**src/rtl/mem_arbiter.sv**
```systemverilog
// mem_arbiter: shares one main-memory port between the I-fetch refill path and the
// D-cache refill/writeback path. Whole-line bursts, round-robin on contention.
module mem_arbiter #(
    parameter int unsigned WIDTH  = 32,
    parameter int unsigned ADDR_W = 32,
    parameter int unsigned BEATS  = 4
) (
    input  logic                     CLK,
    input  logic                     CLR,
    input  logic                     i_req,
    input  logic [ADDR_W-1:0]        i_addr,
    output logic                     i_rvalid,
    output logic [WIDTH-1:0]         i_rdata,
    output logic                     i_done,
    input  logic                     d_req,
    input  logic                     d_we,
    input  logic [ADDR_W-1:0]        d_addr,
    input  logic [WIDTH-1:0]         d_wdata,
    output logic [$clog2(BEATS)-1:0] d_beat,
    output logic                     d_rvalid,
    output logic [WIDTH-1:0]         d_rdata,
    output logic                     d_done,
    output logic                     mem_req,
    output logic                     mem_we,
    output logic [ADDR_W-1:0]        mem_addr,
    output logic [WIDTH-1:0]         mem_wdata,
    input  logic [WIDTH-1:0]         mem_rdata,
    input  logic                     mem_ack
);

    localparam int unsigned BW  = $clog2(BEATS);
    localparam int unsigned OFF = BW + 2;
    localparam int unsigned TW  = ADDR_W - OFF;
    localparam logic [BW-1:0] LastBeat = BW'(BEATS - 1);

    typedef enum logic [1:0] {StIdle, StBurst, StDone} stateT;

    stateT         stateQ, stateNext;
    logic          ownerDQ, ownerDNext;   // 1: D owns the port, 0: I owns it
    logic          lastDQ, lastDNext;     // 1: D was granted last
    logic          weQ, weNext;
    logic [BW-1:0] beatQ, beatNext;
    logic [TW-1:0] tagQ, tagNext;         // line address without word/byte offset
    logic          grantD;
    logic          inBurst;

    // Offset bits of the request addresses are don't-care: bursts start at beat 0.
    logic unusedAddrBits;
    assign unusedAddrBits = ^{i_addr[OFF-1:0], d_addr[OFF-1:0]};

    // State registers; reset abandons any burst in flight.
    always_ff @(posedge CLK or posedge CLR) begin
        if (CLR) begin
            stateQ  <= StIdle;
            ownerDQ <= 1'b0;
            lastDQ  <= 1'b0;
            weQ     <= 1'b0;
            beatQ   <= '0;
            tagQ    <= '0;
        end else begin
            stateQ  <= stateNext;
            ownerDQ <= ownerDNext;
            lastDQ  <= lastDNext;
            weQ     <= weNext;
            beatQ   <= beatNext;
            tagQ    <= tagNext;
        end
    end

    // Next-state: grant in IDLE, count acked beats in BURST, record last grant in DONE.
    always_comb begin
        stateNext  = stateQ;
        ownerDNext = ownerDQ;
        lastDNext  = lastDQ;
        weNext     = weQ;
        beatNext   = beatQ;
        tagNext    = tagQ;
        // On contention the requester that was not served last wins.
        grantD     = d_req & (~i_req | ~lastDQ);
        unique case (stateQ)
            StIdle: begin
                if (i_req || d_req) begin
                    ownerDNext = grantD;
                    tagNext    = grantD ? d_addr[ADDR_W-1:OFF] : i_addr[ADDR_W-1:OFF];
                    weNext     = grantD & d_we;
                    beatNext   = '0;
                    stateNext  = StBurst;
                end
            end
            StBurst: begin
                if (mem_ack) begin
                    beatNext = beatQ + BW'(1);
                    if (beatQ == LastBeat) begin
                        stateNext = StDone;
                    end
                end
            end
            StDone: begin
                lastDNext = ownerDQ;
                stateNext = StIdle;
            end
            default: stateNext = StIdle;
        endcase
    end

    // Outputs: memory side driven only in BURST; read beats pass straight through.
    always_comb begin
        inBurst   = (stateQ == StBurst);
        mem_req   = inBurst;
        mem_we    = inBurst & ownerDQ & weQ;
        mem_addr  = inBurst ? {tagQ, beatQ, 2'b00} : '0;
        mem_wdata = (inBurst & ownerDQ) ? d_wdata : '0;
        d_beat    = (inBurst & ownerDQ) ? beatQ : '0;
        i_rvalid  = inBurst & ~ownerDQ & mem_ack;
        d_rvalid  = inBurst & ownerDQ & ~weQ & mem_ack;
        i_rdata   = i_rvalid ? mem_rdata : '0;
        d_rdata   = d_rvalid ? mem_rdata : '0;
        i_done    = (stateQ == StDone) & ~ownerDQ;
        d_done    = (stateQ == StDone) & ownerDQ;
    end

endmodule

```
**config.mk**
```make
export PLATFORM = sky130hd
export DESIGN_NAME = mem_arbiter
export DESIGN_NICKNAME = d
export VERILOG_FILES = /design/src/rtl/mem_arbiter.sv
export SDC_FILE = /design/constraint.sdc
export NUM_CORES = 1
export LEC_CHECK = 0
export CAP_MARGIN = 20
export CORE_AREA = 2 2 104 106
export CTS_BUF_LIST = sky130_fd_sc_hd__clkbuf_8
export DETAILED_ROUTE_END_ITERATION = 16
export DIE_AREA = 0 0 106 108
export PLACE_DENSITY = 0.75
export SLEW_MARGIN = 20
export SYNTH_ARGS = -nofsm -noshare
export SYNTH_HDL_FRONTEND = slang
export SYNTH_SLANG_ARGS = --single-unit
```
**constraint.sdc**
```tcl
create_clock -name CLK -period 2.95 [get_ports CLK]
set_clock_uncertainty 0.2 [all_clocks]
set_input_delay 0.4425 -clock CLK [delete_from_list [all_inputs] [get_ports CLK]]
set_output_delay 0.4425 -clock CLK [all_outputs]
set_load 0.01 [all_outputs]
```
After elaboration in Yosys (flattened, before gate mapping)
Index checks and enable logic that the tools add are counted.
- $add $sub $neg: 1
- $mul: 0
- divide/modulo/power cells: 0
- $lt $le $gt $ge: 0
- eq/ne operators: 6
- shift-type cells: 0
- multiplexer cells: 13
- bitwise gates (word level): 15
- reduce and logical (&&, ||, !) cells: 6
- operators with widths (kind ; number):
    32-bit 2-to-1 mux ; 4
    28-bit 2-to-1 mux ; 1
    2-bit 2-to-1 mux ; 6
    1-bit AND ; 10
    2-bit one-hot mux with 2 select lines ; 2
    3-bit AND reduction ; 2
    2-bit equality test (second input constant) ; 2
    2-bit by 1-bit inequality test with 1-bit output (second input constant) ; 2
    1-bit inverter ; 4
    2-bit by 1-bit adder with 2-bit output (second input constant) ; 1
    2-bit by 1-bit equality test with 1-bit output (second input constant) ; 1
    2-bit logical NOT ; 1
    2-bit inequality test (second input constant) ; 1
    2-bit AND reduction ; 1
    2-bit nonzero test ; 1
    1-bit logical OR ; 1
    1-bit OR ; 1
- register bits after elaboration: 35
- latch bits: 0
- RAM bits: 0
- bits in read-only memories: 0
- bits of input ports: 134
- output and inout port bits: 136
- logic and storage cells: 47
- memories: 0

Logic depth before layout (Yosys ltp)
Gate-level depths: netlist (run 1).
- depth in word-level cells: 5
- mapped depth: 5
- depth with buffers taken out: 4

Worst setup path after synthesis (run 1)
OpenSTA, ideal clock, no wires.
- kind: register to output
- start point: register stateQ[1]
- end point: output port d_rdata[17]
- arrival time: 1.236 ns
- data required time: 2.308 ns
- path slack: 1.071 ns
- stages on the path, launching flop included: 5
- buffers on the path: 1
- cell sequence: dfrtp_1 -> nand3b_2 -> nor3_4 -> buf_2 -> and2_1
- longest elaborated chain between the ends: 5
- RTL lines (what ; RTL line ; source):
    start: declaration ; 38 ; stateT stateQ, stateNext;
    start signal: assignment ; 54 ; stateQ <= StIdle;
    start signal: assignment ; 61 ; stateQ <= stateNext;
    2-bit by 1-bit equality test with 1-bit output ; 108 ; inBurst = (stateQ == StBurst);
    1-bit AND (3 in a row) ; 115 ; d_rvalid = inBurst & ownerDQ & ~weQ & mem_ack;
    named net d_rvalid ; 20 ; output logic d_rvalid,
    32-bit 2-to-1 mux ; 117 ; d_rdata = d_rvalid ? mem_rdata : '0;
    end: declaration ; 21 ; output logic [WIDTH-1:0] d_rdata,
The timed path passes the listed nets, and every way through them passes these cells.

Final worst setup path (run 1)
- start point: register stateQ[1]
- end point: output port mem_wdata[21]
- longest elaborated chain between the ends: 3
- RTL lines (what ; RTL line ; source):
    2-bit by 1-bit equality test with 1-bit output ; 108 ;
    1-bit AND ; 112 ; mem_wdata = (inBurst & ownerDQ) ? d_wdata : '0;
    32-bit 2-to-1 mux ; 112 ;
    end: declaration ; 26 ; output logic [WIDTH-1:0] mem_wdata,
No other way between the ends.

==> out/qor.log, run 1 <==
[hold_path] worst min-delay path class flop to flop
[logic_synthesis] area of the mapped netlist 0.00286 mm²
[detailed_routing] total detailed-routing wirelength 10.4 mm
[die] die outline height 108 µm
[global_routing] number of antenna violations at the first check in global routing 2
[sta] final worst-path cycle share 95.6%
[worst_setup_path] Crit Reg-Reg Startpoint stateQ[0]
[worst_setup_path] CP Capture Point mem_wdata[21]
[logic_synthesis] Avg Cell Area, Syn 10.5 µm²
[die] total core area 0.0102 mm²
[status] outcome complete, no violations
[clock_network] master cell of the clock root buffer sky130_fd_sc_hd__clkbuf_8
[place] half-perimeter wire length after placement 8.58 mm
[sta] smallest hold slack 0.303 ns
[final_layout] Finished Layout Cells 662
[power] IR Drop Worst-Case VDD 0.358 mV
[final_layout] most common cell after layout, fill and taps aside sky130_fd_sc_hd__clkdlybuf4s50_1
[die] die width 106 µm
[logic_synthesis] synth unique cells 27
[logic_synthesis] simple-gate area share of the yosys netlist 31.7%
[final_layout] final core occ 55.7%
[logic_synthesis] dominant combinational cell family by area after synthesis simple AND/OR/NAND/NOR gates
[logic_synthesis] Post-Synthesis Cells 273
[final_layout] Synth-to-Final Area Change 99.2%
[worst_setup_path] register-to-register setup slack 1.18 ns
[clock_network] count of H-tree levels built during CTS 2
[logic_synthesis] share of synthesized cell area in full adder, half adder and majority cells 0.437%
[clock_network] number of buffers created by CTS 5
[job] Max Cap Violations 0
[die] initial core utilization 28.0%
[clock_network] Clk Latency, worst-skew pair 0.28 ns
[worst_setup_path] Req. time, crit path 2.31 ns
[clock_network] TritonCTS clock tree yes
[logic_synthesis] xor and xnor area share after synthesis 0%
[logic_synthesis] synthesis warning total 0
[sta] fmax 0.355 GHz
[logic_synthesis] portion of the post-synthesis area used by sequential elements 30.6%
[sta] accumulated negative setup slack 0 ns
[detailed_routing] number of vias per cell after detailed routing 4.43
[clock_network] number of clock sinks 35
[sta] final count of negative-setup-slack endpoints 0
[worst_setup_path] origin of the worst setup path stateQ[1]
[worst_setup_path] critical path class flop to output port
[global_routing] global-route wire length before repair 15.7 mm
[final_layout] number of fillers in the final layout 911
[final_layout] Storage cell area 876 µm²
[detailed_routing] number of detailed-routing iterations run before antenna repair 4
[logic_synthesis] synthesis-stage register bit count 35
[detailed_routing] detailed-route wire length per cell 15.7 µm
[worst_setup_path] critical path capture point type output port
[power] static leakage 2.50 nW
[sta] post-route minimum period 2.82 ns
[detailed_routing] vias after detailed routing 2934
[die] die area 0.0114 mm²
[worst_setup_path] Startpoint Class flop
[power] power density over cell area 739 mW/mm²
[global_routing] largest net degree at the start of global routing 56
[final_layout] commonest non-fill, non-tap cells in the layout sky130_fd_sc_hd__clkdlybuf4s50_1 (258), sky130_fd_sc_hd__and2_1 (94), sky130_fd_sc_hd__mux2_4 (56)
[clock_network] number of buffers added for setup after CTS 0
[worst_setup_path] endpoint of the most critical register-to-register path tagQ[25]
[worst_setup_path] depth of the worst register-to-register path 3
[detailed_routing] DRC Markers 0
[sta] max-slew violation count 0
[logic_synthesis] fraction of the mapped netlist area in compound gates 2.14%
[die] total number of placement rows 37
[place] post-placement cell count 652
[detailed_routing] detailed router's first-iteration violation count 109
[clock_network] number of buffers on the longest clock path 2
[clock_network] clock transition at the register clock pins on the worst setup and hold paths after CTS 0.07 ns
[global_routing] overall fraction of global-route tracks in use 17.7%
[global_routing] GRT Residual Overflow 0
[place] routability-driven placement congestion ratio 0.799
[logic_synthesis] multiplexer fraction of the synthesized cell area 29.4%
[final_layout] area of combinational cells with multiple inputs 0.00185 mm²
[final_layout] fin nets 658
[sta] number of endpoints with negative hold slack in the final report 0
[place] count of port buffers added during placement 259
[final_layout] share of post-route cells with drive strength above 1 14.3%
[die] number of top-level design ports 270
[global_routing] vias in the first global route 2950
[worst_setup_path] CP Data Arrival Time 2.18 ns
[worst_setup_path] crit path max fanout 55
[detailed_routing] number of antenna-violating nets in the routed design 0
## routing by layer
metal	wire length, µm	vias up	GRT usage [%]
met1	3850	1362	19.7
li1	-	1408	-
met3	874	18	5.61
met2	5350	146	31.9
met4	321	0	6.11
met5	0	-	0
## cell families (layout without fill, tap and decap cells)
logic type	after synthesis	in the layout
muxes	56	56
buffers and inverters	27	277
and+or+nand+nor	145	145
DFF	35	35
other	1	4
adders and majority gates	1	1
AOI/OAI and AO/OA	8	8
## Yosys cell counts (all sizes together)
master / n / area share, %
clkbuf: 8 / 1.0
nand3b: 1 / 0.39
nand2b: 1 / 0.22
conb: 1 / 0.13
nor3: 2 / 0.92
o311ai: 1 / 0.31
dfrtp: 35 / 31
a32o: 1 / 0.35
inv: 2 / 0.26
buf: 17 / 4.2
nor2: 5 / 0.74
and2: 94 / 21
and2b: 1 / 0.26
o21ai: 3 / 0.52
a21o: 1 / 0.26
nand2: 4 / 0.52
a21boi: 1 / 0.39
a31o: 1 / 0.31
and3: 37 / 8.1
ha: 1 / 0.44
mux2: 56 / 29
## area by class of cell
cell class | instances | area share, %
inverter | 2 | 0.132
sequential | 35 | 15.4
clock inverter | 3 | 0.220
clock buffer | 5 | 1.21
tap | 136 | 2.99
timing repair buffer | 267 | 47.5
antenna | 2 | 0.0879
multi-input combinational | 212 | 32.5
## metrics by stage
stage | setup slack, ns | instance area [µm²] | power, mW
after floorplan | 1.07 | 2860 | 2.37
after global placement | 0.0646 | 5600 | 3.86
after detailed placement | 0.0501 | 5600 | 3.91
after CTS | 0.0499 | 5680 | 4.26
after global routing | -0.000811 | 5690 | 4.49
final | 0.129 | 5700 | 4.21
## worst min path at each step
stage,from,to,cells past startpoint
6_report,tagQ[17],tagQ[17],1
4_1_cts,tagQ[17],tagQ[17],1
3_5_place_dp,tagQ[27],tagQ[27],1
3_3_place_gp,tagQ[18],tagQ[18],1
5_1_grt,tagQ[12],tagQ[12],1
2_1_floorplan,lastDQ,lastDQ,1
## timing repair
action,in CTS,in global routing
endpoints found under the setup margin,0,3
hold buffers,0,0
endpoints found under the hold margin,0,0
gates resized for setup,0,2
## state kept, by name, indices dropped and copies added, names as in the netlist
register and flops:
beatQ 2, lastDQ 1, ownerDQ 1, stateQ 2, tagQ 28, weQ 1
## where the power goes
group | switching (mW) | total (mW) | internal [mW]
sequential | 0.151 | 0.870 | 0.719
clock | 0.165 | 0.324 | 0.159
combinational | 1.16 | 3.02 | 1.85
total | 1.48 | 4.21 | 2.73
## critical path, stage by stage, from the launching register on
cell and delay, ns:
sky130_fd_sc_hd__dfrtp_1 0.46, sky130_fd_sc_hd__and2b_1 0.24, sky130_fd_sc_hd__buf_4 0.38, sky130_fd_sc_hd__and3_1 0.22, sky130_fd_sc_hd__clkdlybuf4s50_1 0.58
No activity file was read; power rests on OpenSTA's default activity.
==> inputs of run 2 (changes only) <==
--- a/config.mk
+++ b/config.mk
@@ -15,3 +15,4 @@
 export SYNTH_ARGS = -nofsm -noshare
 export SYNTH_HDL_FRONTEND = slang
 export SYNTH_SLANG_ARGS = --single-unit
+export TNS_END_PERCENT = 20
==> results of run 2 <==
Final layout, timing and power as in run 1 (identical DEF).
==> inputs of run 3 (changes only) <==
==> constraint.sdc (replaced) <==
create_clock -name CLK -period 3.46 [get_ports CLK]
set_clock_uncertainty 0.2 [all_clocks]
set_input_delay 0.519 -clock CLK [delete_from_list [all_inputs] [get_ports CLK]]
set_output_delay 0.519 -clock CLK [all_outputs]
set_load 0.01 [all_outputs]
==> run 3 against run 2 <==
  * Core utilization shrank 0.60 points
  * Largest cell class unchanged
  * Sequential power shrank 15%
  * Power shrank 16%
  * Hold slack lost 0.0018 ns
  * Count of clock-buffer cells in the layout is the same
  * Clock power shrank 16%
  * Final cell count shrank 0.45%
==> out/qor.log, run 3 (synthesis gave the netlist of run 1 again) <==
[final_layout] share of post-route cells with drive strength above 1 14.1% [-0.16 points]
[die] die width 106 µm [unchanged]
[place] post-placement cell count 651 [-0.15%]
[global_routing] overall fraction of global-route tracks in use 17.4% [-0.28 points]
[clock_network] hold-fix buffers at CTS 0 [unchanged]
[final_layout] Finished Layout Cells 659 [-0.45%]
[power] static leakage 2.46 nW [-1.5%]
[global_routing] vias in the first global route 2875 [-2.5%]
[sta] setup repair after global routing missed its margin false
[die] total core area 0.0102 mm² [unchanged]
[worst_setup_path] critical path class input pin to output port
[clock_network] Post-CTS Resized 0 [unchanged]
[final_layout] Reg with most FFs tagQ
[final_layout] number of fillers in the final layout 890 [-2.3%]
[detailed_routing] number of detailed-routing iterations run before antenna repair 4 [unchanged]
[final_layout] final core occ 55.1% [-0.60 points]
[clock_network] Clk Latency, worst-skew pair 0.28 ns [about the same]
[detailed_routing] detailed-route wire length per cell 15.7 µm [-0.36%]
[final_layout] fin nets 657 [-0.15%]
[sta] slew at the pin closest to its max-slew limit 0.765 ns
[clock_network] master cell of the clock root buffer sky130_fd_sc_hd__clkbuf_8
[clock_network] number of buffers created by CTS 5 [unchanged]
[detailed_routing] detailed router's first-iteration violation count 130 [+19%]
[worst_setup_path] CP Data Arrival Time 2.38 ns [+0.20 ns]
[clock_network] number of clock sinks 35 [unchanged]
[detailed_routing] number of vias per cell after detailed routing 4.38 [-1.3%]
[clock_network] count of H-tree levels built during CTS 2 [unchanged]
[die] die outline height 108 µm [unchanged]
[power] power density over cell area 629 mW/mm² [-15%]
[worst_setup_path] register-to-register setup slack 1.52 ns [+0.34 ns]
[global_routing] number of antenna violations at the first check in global routing 0 [-2]
[sta] Relative slew margins 49.0%
[global_routing] largest net degree at the start of global routing 55 [-1.8%]
[die] number of top-level design ports 270 [unchanged]
[sta] final count of negative-setup-slack endpoints 0 [unchanged]
[final_layout] commonest non-fill, non-tap cells in the layout sky130_fd_sc_hd__clkdlybuf4s50_1 (259), sky130_fd_sc_hd__and2_1 (94), sky130_fd_sc_hd__mux2_4 (56)
[sta] fmax 0.323 GHz
[worst_setup_path] crit path max fanout 33 [-40%]
[power] Tot Pwr 3.54 mW [-16%]
[status] outcome complete, no violations
[final_layout] Synth-to-Final Area Change 97.0%
[sta] number of endpoints with negative hold slack in the final report 0 [unchanged]
[sta] accumulated negative setup slack 0 ns [unchanged]
[power] IR Drop Worst-Case VDD 0.332 mV [-7.3%]
[clock_network] number of buffers added for setup after CTS 0 [unchanged]
[sta] post-route minimum period 3.10 ns
[final_layout] most common cell after layout, fill and taps aside sky130_fd_sc_hd__clkdlybuf4s50_1
[detailed_routing] vias after detailed routing 2884 [-1.7%]
[die] die area 0.0114 mm² [unchanged]
[sta] final worst-path cycle share 89.5%
[hold_path] worst min-delay path class flop to flop
[sta] max-slew violation count 0 [unchanged]
[final_layout] leading registers by flop count tagQ (28), beatQ (2), stateQ (2)
[worst_setup_path] critical path capture point type output port
[clock_network] number of buffers on the longest clock path 2 [unchanged]
[final_layout] ant diodes 0 [-2]
[place] count of port buffers added during placement 259 [unchanged]
[die] total number of placement rows 37 [unchanged]
[final_layout] flip-flop count of the largest register, all copies and words added 28 [unchanged]
[detailed_routing] total detailed-routing wirelength 10.3 mm [-0.81%]
[global_routing] GRT Residual Overflow 0 [unchanged]
[clock_network] TritonCTS clock tree yes
[worst_setup_path] Req. time, crit path 2.74 ns [+0.43 ns]
[job] Max Cap Violations 0 [unchanged]
[detailed_routing] DRC Markers 0 [unchanged]
[die] initial core utilization 28.0% [unchanged]
[global_routing] global-route wire length before repair 15.6 mm [-1.0%]
[clock_network] clock transition at the register clock pins on the worst setup and hold paths after CTS 0.06 ns [about the same]
[worst_setup_path] Startpoint Class input pin
[detailed_routing] number of antenna-violating nets in the routed design 0 [unchanged]
[place] half-perimeter wire length after placement 8.56 mm [-0.25%]
[place] routability-driven placement congestion ratio 0.801 [+0.28%]
## run 3: worst paths after layout
kind | startpoint | to | depth (start not counted)
max | mem_ack | d_rdata[14] | 6
min | tagQ[11] | tagQ[11] | 1
max reg2reg | lastDQ | tagQ[4] | 4
min reg2reg | tagQ[11] | tagQ[11] | 1
max in group asynchronous | CLR | tagQ[23] | 3
min in group asynchronous | CLR | tagQ[10] | 2
## run 3: layout make-up
type                    count  area [µm²]  share of cell area, %
multi-input cells         212        1840                   32.7
clock inverters             3        12.5                  0.222
clock buffers               5        68.8                   1.22
well taps                 136         170                   3.02
repair buffers            266        2660                   47.2
inverters                   2        7.51                  0.133
flip-flops and latches     35         876                   15.5
## run 3: critical path: stages
cell and delay (ns):
sky130_fd_sc_hd__clkdlybuf4s50_1 0.53, sky130_fd_sc_hd__nand3b_2 0.17, sky130_fd_sc_hd__nor3_4 0.13, sky130_fd_sc_hd__buf_4 0.28
sky130_fd_sc_hd__and2_1 0.17, sky130_fd_sc_hd__clkdlybuf4s50_1 0.57
## run 3: layer usage
layer | vias up | global-route usage (%) | part of all wire [%]
met4 | 0 | 4.79 | 2.1
li1 | 1404 | - | -
met5 | - | 0 | 0
met3 | 12 | 5.00 | 7.7
met1 | 1325 | 19.2 | 37
met2 | 143 | 32.7 | 53
## run 3: power breakdown
part | leakage, nW | switching, mW | total, mW | internal, mW
Clock | 0.0505 | 0.137 | 0.272 | 0.135
Combinational | 1.99 | 0.980 | 2.53 | 1.55
Sequential | 0.414 | 0.124 | 0.737 | 0.613
## run 3: per-stage QoR
stage	setup WS, ns	instance area (µm²)	hold slack (ns)
6_report	0.363	5640	0.301
5_1_grt	0.234	5640	0.318
3_3_place_gp	0.361	5550	0.283
3_5_place_dp	0.337	5550	0.284
2_1_floorplan	1.50	2860	0.270
4_1_cts	0.340	5640	0.305
